$ cat config.mk
export PLATFORM = sky130hd
export DESIGN_NAME = pending_encoder_32x5_flat
export DESIGN_NICKNAME = d
export VERILOG_FILES = /design/src/rtl/pending_encoder_32x5_pkg.sv /design/src/rtl/pending_encoder_32x5_if.sv /design/src/rtl/pending_encoder_32x5_pri_enc.sv /design/src/rtl/pending_encoder_32x5.sv /design/src/flat_wrapper.sv
export SDC_FILE = /design/constraint.sdc
export NUM_CORES = 1
export LEC_CHECK = 0
export ABC_CLOCK_PERIOD_IN_PS = 6000
export CELL_PAD_IN_SITES_DETAIL_PLACEMENT = 1
export CELL_PAD_IN_SITES_GLOBAL_PLACEMENT = 2
export CORE_MARGIN = 4
export CORE_UTILIZATION = 26
export DETAILED_ROUTE_END_ITERATION = 10
export GPL_TIMING_DRIVEN = 0
export PLACE_DENSITY_LB_ADDON = 0.05
export SETUP_SLACK_MARGIN = 0.1
export SLEW_MARGIN = 25
export SYNTH_ARGS = -nofsm -noshare
export SYNTH_HDL_FRONTEND = slang
export SYNTH_SLANG_ARGS = --single-unit
export TNS_END_PERCENT = 50
$ cat constraint.sdc
create_clock -name Clk -period 6 [get_ports Clk]
set_clock_uncertainty 0.05 [all_clocks]
set_input_delay 1.2 -clock Clk [delete_from_list [all_inputs] [get_ports Clk]]
set_output_delay 1.2 -clock Clk [all_outputs]
set_load 0.02 [all_outputs]
$ cat src/rtl/pending_encoder_32x5_pkg.sv
// Shared types and sizes for the 32-to-5 pending-request encoder.
// Optional masking is enabled with the ENC_MASK_EN macro.
package enc_pkg;

    localparam int ENC_WIDTH = 32;
    localparam int ENC_IDXW  = 5;

    typedef enum logic {
        IDLE,
        OFFER
    } state_t;

endpackage

$ cat src/rtl/pending_encoder_32x5_if.sv
// Request/offer bundle between event sources, consumer and encoder.
// ENC_MASK_EN adds the per-line eligibility Mask signal.
interface pending_encoder_32x5_if;
    import enc_pkg::*;

    logic [ENC_WIDTH-1:0] Req;
    logic                 Ack;
    logic [ENC_IDXW-1:0]  Eout;
    logic                 Valid;
    logic [ENC_WIDTH-1:0] Pend;
    logic                 Drop;
`ifdef ENC_MASK_EN
    logic [ENC_WIDTH-1:0] Mask;
`endif

`ifdef ENC_MASK_EN
    modport master (
        output Req, Ack, Mask,
        input  Eout, Valid, Pend, Drop
    );
    modport slave (
        input  Req, Ack, Mask,
        output Eout, Valid, Pend, Drop
    );
`else
    modport master (
        output Req, Ack,
        input  Eout, Valid, Pend, Drop
    );
    modport slave (
        input  Req, Ack,
        output Eout, Valid, Pend, Drop
    );
`endif

endinterface

$ cat src/rtl/pending_encoder_32x5_pri_enc.sv
// Combinational 32-line priority encoder.
// HIGH_FIRST=1 picks the highest set bit, 0 the lowest.
module pri_enc_32x5 #(
    parameter bit HIGH_FIRST = 1'b1
) (
    input  logic [31:0] in,
    output logic [4:0]  idx,
    output logic        any
);

    // Scan order makes the last match the winner.
    always_comb begin
        idx = '0;
        if (HIGH_FIRST) begin
            for (int i = 0; i < 32; i++) begin
                if (in[i]) idx = 5'(i);
            end
        end else begin
            for (int i = 31; i >= 0; i--) begin
                if (in[i]) idx = 5'(i);
            end
        end
        any = |in;
    end

endmodule

$ cat src/rtl/pending_encoder_32x5.sv
// Sticky 32-line request register with prioritised Valid/Ack offer.
// Define ENC_MASK_EN to gate eligibility with the Mask input.
module pending_encoder_32x5
    import enc_pkg::*;
#(
    parameter int WIDTH      = ENC_WIDTH,
    parameter bit HIGH_FIRST = 1'b1
) (
    input  logic                    Clk,
    input  logic                    Clr,
    pending_encoder_32x5_if.slave   bus
);

    state_t                state_q, state_d;
    logic [WIDTH-1:0]      pend_q, pend_d;
    logic [ENC_IDXW-1:0]   eout_q, eout_d;
    logic                  valid_q, valid_d;
    logic                  drop_q, drop_d;

    logic [WIDTH-1:0]      clr_vec;
    logic [WIDTH-1:0]      elig;
    logic [ENC_IDXW-1:0]   enc_idx;
    logic                  enc_any;

    // Accepted index leaves the pending set; a same-cycle Req wins.
    always_comb begin
        clr_vec = '0;
        if (state_q == OFFER && bus.Ack) clr_vec[eout_q] = 1'b1;
        pend_d = (pend_q & ~clr_vec) | bus.Req;
        drop_d = |(bus.Req & pend_q & ~clr_vec);
    end

    // Lines that may be offered this cycle.
    always_comb begin
`ifdef ENC_MASK_EN
        elig = pend_q & bus.Mask;
`else
        elig = pend_q;
`endif
    end

    pri_enc_32x5 #(
        .HIGH_FIRST (HIGH_FIRST)
    ) u_pri_enc (
        .in  (elig),
        .idx (enc_idx),
        .any (enc_any)
    );

    // Offer FSM: the offer is frozen until it is accepted.
    always_comb begin
        state_d = state_q;
        eout_d  = eout_q;
        valid_d = valid_q;
        unique case (state_q)
            IDLE: begin
                if (enc_any) begin
                    eout_d  = enc_idx;
                    valid_d = 1'b1;
                    state_d = OFFER;
                end
            end
            OFFER: begin
                if (bus.Ack) begin
                    valid_d = 1'b0;
                    state_d = IDLE;
                end
            end
        endcase
    end

    // State and registered outputs, synchronous active-low reset.
    always_ff @(posedge Clk) begin
        if (!Clr) begin
            state_q <= IDLE;
            pend_q  <= '0;
            eout_q  <= '0;
            valid_q <= 1'b0;
            drop_q  <= 1'b0;
        end else begin
            state_q <= state_d;
            pend_q  <= pend_d;
            eout_q  <= eout_d;
            valid_q <= valid_d;
            drop_q  <= drop_d;
        end
    end

    assign bus.Eout  = eout_q;
    assign bus.Valid = valid_q;
    assign bus.Pend  = pend_q;
    assign bus.Drop  = drop_q;

endmodule

$ cat src/flat_wrapper.sv
// flat-port wrapper written by rule: the top's interface ports become plain ports
module pending_encoder_32x5_flat import enc_pkg::*;
#(
    parameter int WIDTH      = ENC_WIDTH,
    parameter bit HIGH_FIRST = 1'b1
)
  (Clk, Clr, bus_Req, bus_Ack, bus_Eout, bus_Valid, bus_Pend, bus_Drop);
  pending_encoder_32x5_if bus_i ();
  input  logic Clk;
  input  logic Clr;
  input wire logic [$bits(bus_i.Req)-1:0] bus_Req;
  input wire logic [$bits(bus_i.Ack)-1:0] bus_Ack;
  output wire logic [$bits(bus_i.Eout)-1:0] bus_Eout;
  output wire logic [$bits(bus_i.Valid)-1:0] bus_Valid;
  output wire logic [$bits(bus_i.Pend)-1:0] bus_Pend;
  output wire logic [$bits(bus_i.Drop)-1:0] bus_Drop;
  assign bus_i.Req = bus_Req;
  assign bus_i.Ack = bus_Ack;
  assign bus_Eout = bus_i.Eout;
  assign bus_Valid = bus_i.Valid;
  assign bus_Pend = bus_i.Pend;
  assign bus_Drop = bus_i.Drop;
  pending_encoder_32x5 #(.WIDTH(WIDTH), .HIGH_FIRST(HIGH_FIRST)) u_core (.Clk(Clk), .Clr(Clr), .bus(bus_i));
endmodule
==> results.cfg <==
[status]
status = completed

[cells_and_area]
areaGrowthSynthToFinish_pct = 46.6
layout.nets = 380
diodes = 0
fillCellCount = 957
drive_above_1_share_pct = 3.47

[pwr]
swShare_pct = 31.1
vdd_drop_max_v = 0.000104
power_switching_mw = 0.224
power_frac_comb_pct = 23.8
p_leak_nw = 1.11
total_power_mw = 0.720
p_per_area_mw_per_mm2 = 237
seq_power_share_pct = 44.5
p_clk_share_pct = 31.7
intPower_mw = 0.496

[synth]
avgSynthCellArea_um2 = 7.82
ys_seq_area_share_pct = 38.6
synth_cells = 265
yosys.cell_types.count = 36
syn_nets = 300
ys_ff_latch = 40
syn_area_mm2 = 0.00207
synth_warnings = 0
synth_edf_count = 0
ys.flop_type = dfxtp_1
ys_async_sr_fraction_pct = 0

[clock_tree]
numClockSinks = 40
post_cts_hold_buffer_count = 0
cts_root_buf = clkbuf_8
numCtsBuffers = 5
clk_pin_slew_worst_paths_ns = 0.09
clkLatencyLatePin_ns = 0.30
postCtsSetupBuffers = 0
cts_resized = 0
tritoncts = built
clock_path_buffers = 2
htree_levels = 2

[placed_design]
dp_hpwl_um = 6590
io_buffers = 73
gp_congestion = 0.822

[grt]
first_global_vias = 2312
antenna_found_initial = 0
grt_pass1_wl_um = 13300
grt_max_degree = 13
overflow = 0
grtUsageTotal_pct = 18.4

[setup_path]
cp.arrival_ns = 3.36
path_class = primary input to register
cp_max_fo = 8
critPathCaptureType = register
startpoint_type = primary input
crit_required_ns = 6.14

[drt]
routedWlPerCell_um = 19.1
drtIter0Drc = 87
drtAntennaViolNets = 0
vias = 2307
dr.pass1.iters = 4
finalWirelength_um = 8570
drc = 0
routed_via_density = 5.15

[die]
initial_utilization_pct = 26.8
rows = 32
die_h_um = 97.3
die_w_um = 97.3
die_area_mm2 = 0.00946
core_area_mm2 = 0.00773
ios = 74

[timing]
hold_viol = 0
finalCriticalPeriod_ns = 3.23
tightest_slew_ns = 0.602
slew_viol_final = 0
final.setup.tns_ns = 0
rsz0062_at_grt = false
fmax_ghz = 0.310
relSlewSlack_pct = 59.9
finalCritPeriodShare_pct = 53.8
setup_violations = 0

[min_path]
hold_class = register to register

[job]
maxCapViolations = 0
[stage by stage]
stage                     setup slack [ns]  instance area (um2)  utilization, %  hold WS (ns)  instances
after floorplan                       3.61                 2070               -         0.446        265
after global placement                2.39                 2930            37.9         0.443        440
after detailed placement              2.43                 2930            37.9         0.476        440
after CTS                             2.73                 3040            39.3         0.496        448
after global routing                  2.54                 3040            39.3         0.547        448
final                                 2.77                 3040            39.3         0.483        448
[synth_stat cells (2+ instances only)]
library cell	n	area share, %
clkbuf_1	7	1.3
and4_1	2	0.85
o21a_1	12	4.3
inv_1	4	0.72
a31oi_1	3	0.91
or4_4	2	1.1
o21bai_1	2	0.72
dfxtp_1	40	39
nor4_1	7	2.1
a21boi_0	12	4.3
and4b_1	2	0.97
or4_1	3	1.1
o31ai_1	3	1.1
a211oi_1	2	0.72
a21oi_1	27	6.5
nand4_1	8	2.4
nor2b_1	24	7.2
and3b_1	3	1.3
nor3_1	6	1.4
nor2_1	17	3.1
nor3b_1	3	1.1
nand2_1	36	6.5
o21ai_0	8	1.9
nand3_1	20	4.8
[sequential cells by signal, indices dropped and copies added, names as in the netlist]
signal / count
u_core.bus.Drop: 1
u_core.bus.Valid: 1
u_core.bus.Pend: 32
u_core.state_q: 1
u_core.bus.Eout: 5
[power by group through the flow]
| stage | Clock (mW) | Sequential [mW] | Combinational [mW] |
|---|---|---|---|
| 2_1_floorplan | 0 | 0.338 | 0.0626 |
| 3_3_place_gp | 0 | 0.327 | 0.172 |
| 3_5_place_dp | 0 | 0.326 | 0.173 |
| 4_1_cts | 0.233 | 0.320 | 0.174 |
| 5_1_grt | 0.245 | 0.325 | 0.187 |
| 6_report | 0.228 | 0.321 | 0.172 |
[placed cells by master (no fill, tap or decap), types with 2 or more instances in the layout]
cell type / count
clkdlybuf4s50_1: 73
dfxtp_1: 40
nand2_1: 36
a21oi_1: 27
nor2b_1: 24
nand3_1: 20
nor2_1: 17
a21boi_0: 12
o21a_1: 12
clkbuf_1: 8
nand4_1: 8
o21ai_0: 8
nor4_1: 7
nor3_1: 6
clkbuf_8: 5
inv_1: 4
or4_1: 3
and3b_1: 3
nor3b_1: 3
a31oi_1: 3
o31ai_1: 3
or4_4: 2
and4_1: 2
and4b_1: 2
o21bai_1: 2
a211oi_1: 2
[cells by family (layout without fill, tap and decap cells)]
| family | count (synthesis) | after routing | share of synthesized area, % |
|---|---|---|---|
| AOI/OAI and AO/OA | 74 | 74 | 22.8 |
| DFF | 40 | 40 | 38.6 |
| buffers and inverters | 12 | 93 | 2.42 |
| and+or+nand+nor | 139 | 139 | 36.1 |
[metal layers]
| metal | up-vias | part of all wire [%] | track usage, % |
|---|---|---|---|
| li1 | 1131 | - | - |
| met1 | 1118 | 48 | 25.7 |
| met2 | 50 | 46 | 28.9 |
| met3 | 8 | 4.5 | 4.02 |
| met4 | 0 | 1.3 | 4.37 |
| met5 | - | 0 | 0 |
[path summary, 6_finish.rpt]
path                                       start                         endpoint  slack [ns]  depth (start not counted)
setup / recovery                         bus_Ack       u_core.bus.Drop$_SDFF_PN0_        2.77                          8
hold reg to reg    u_core.bus.Valid$_SDFFE_PN0P_    u_core.bus.Valid$_SDFFE_PN0P_        0.48                          2
hold / removal     u_core.bus.Valid$_SDFFE_PN0P_    u_core.bus.Valid$_SDFFE_PN0P_        0.48                          2
setup reg to reg  u_core.bus.Pend[23]$_SDFF_PN0_  u_core.bus.Eout[3]$_SDFFE_PN0P_        3.68                          6
[area by class of cell]
type	count	area (um2)	area share, %
sequential	40	801	26.4
inverter	4	15.0	0.494
clock inverter	2	35.0	1.15
multi-input combinational	213	1220	40.2
buffer	8	35.0	1.15
tap	102	128	4.20
clock buffer	6	72.6	2.39
timing repair buffer	73	731	24.1
[critical path, cell delays in order]
cell	delay (ns)
clkdlybuf4s50_1	0.54
and4b_1	0.21
clkbuf_1	0.45
a21boi_0	0.22
nand2_1	0.15
nand4_1	0.16
nor4_1	0.31
a21boi_0	0.13
No activity file was read; power rests on OpenSTA's default activity.
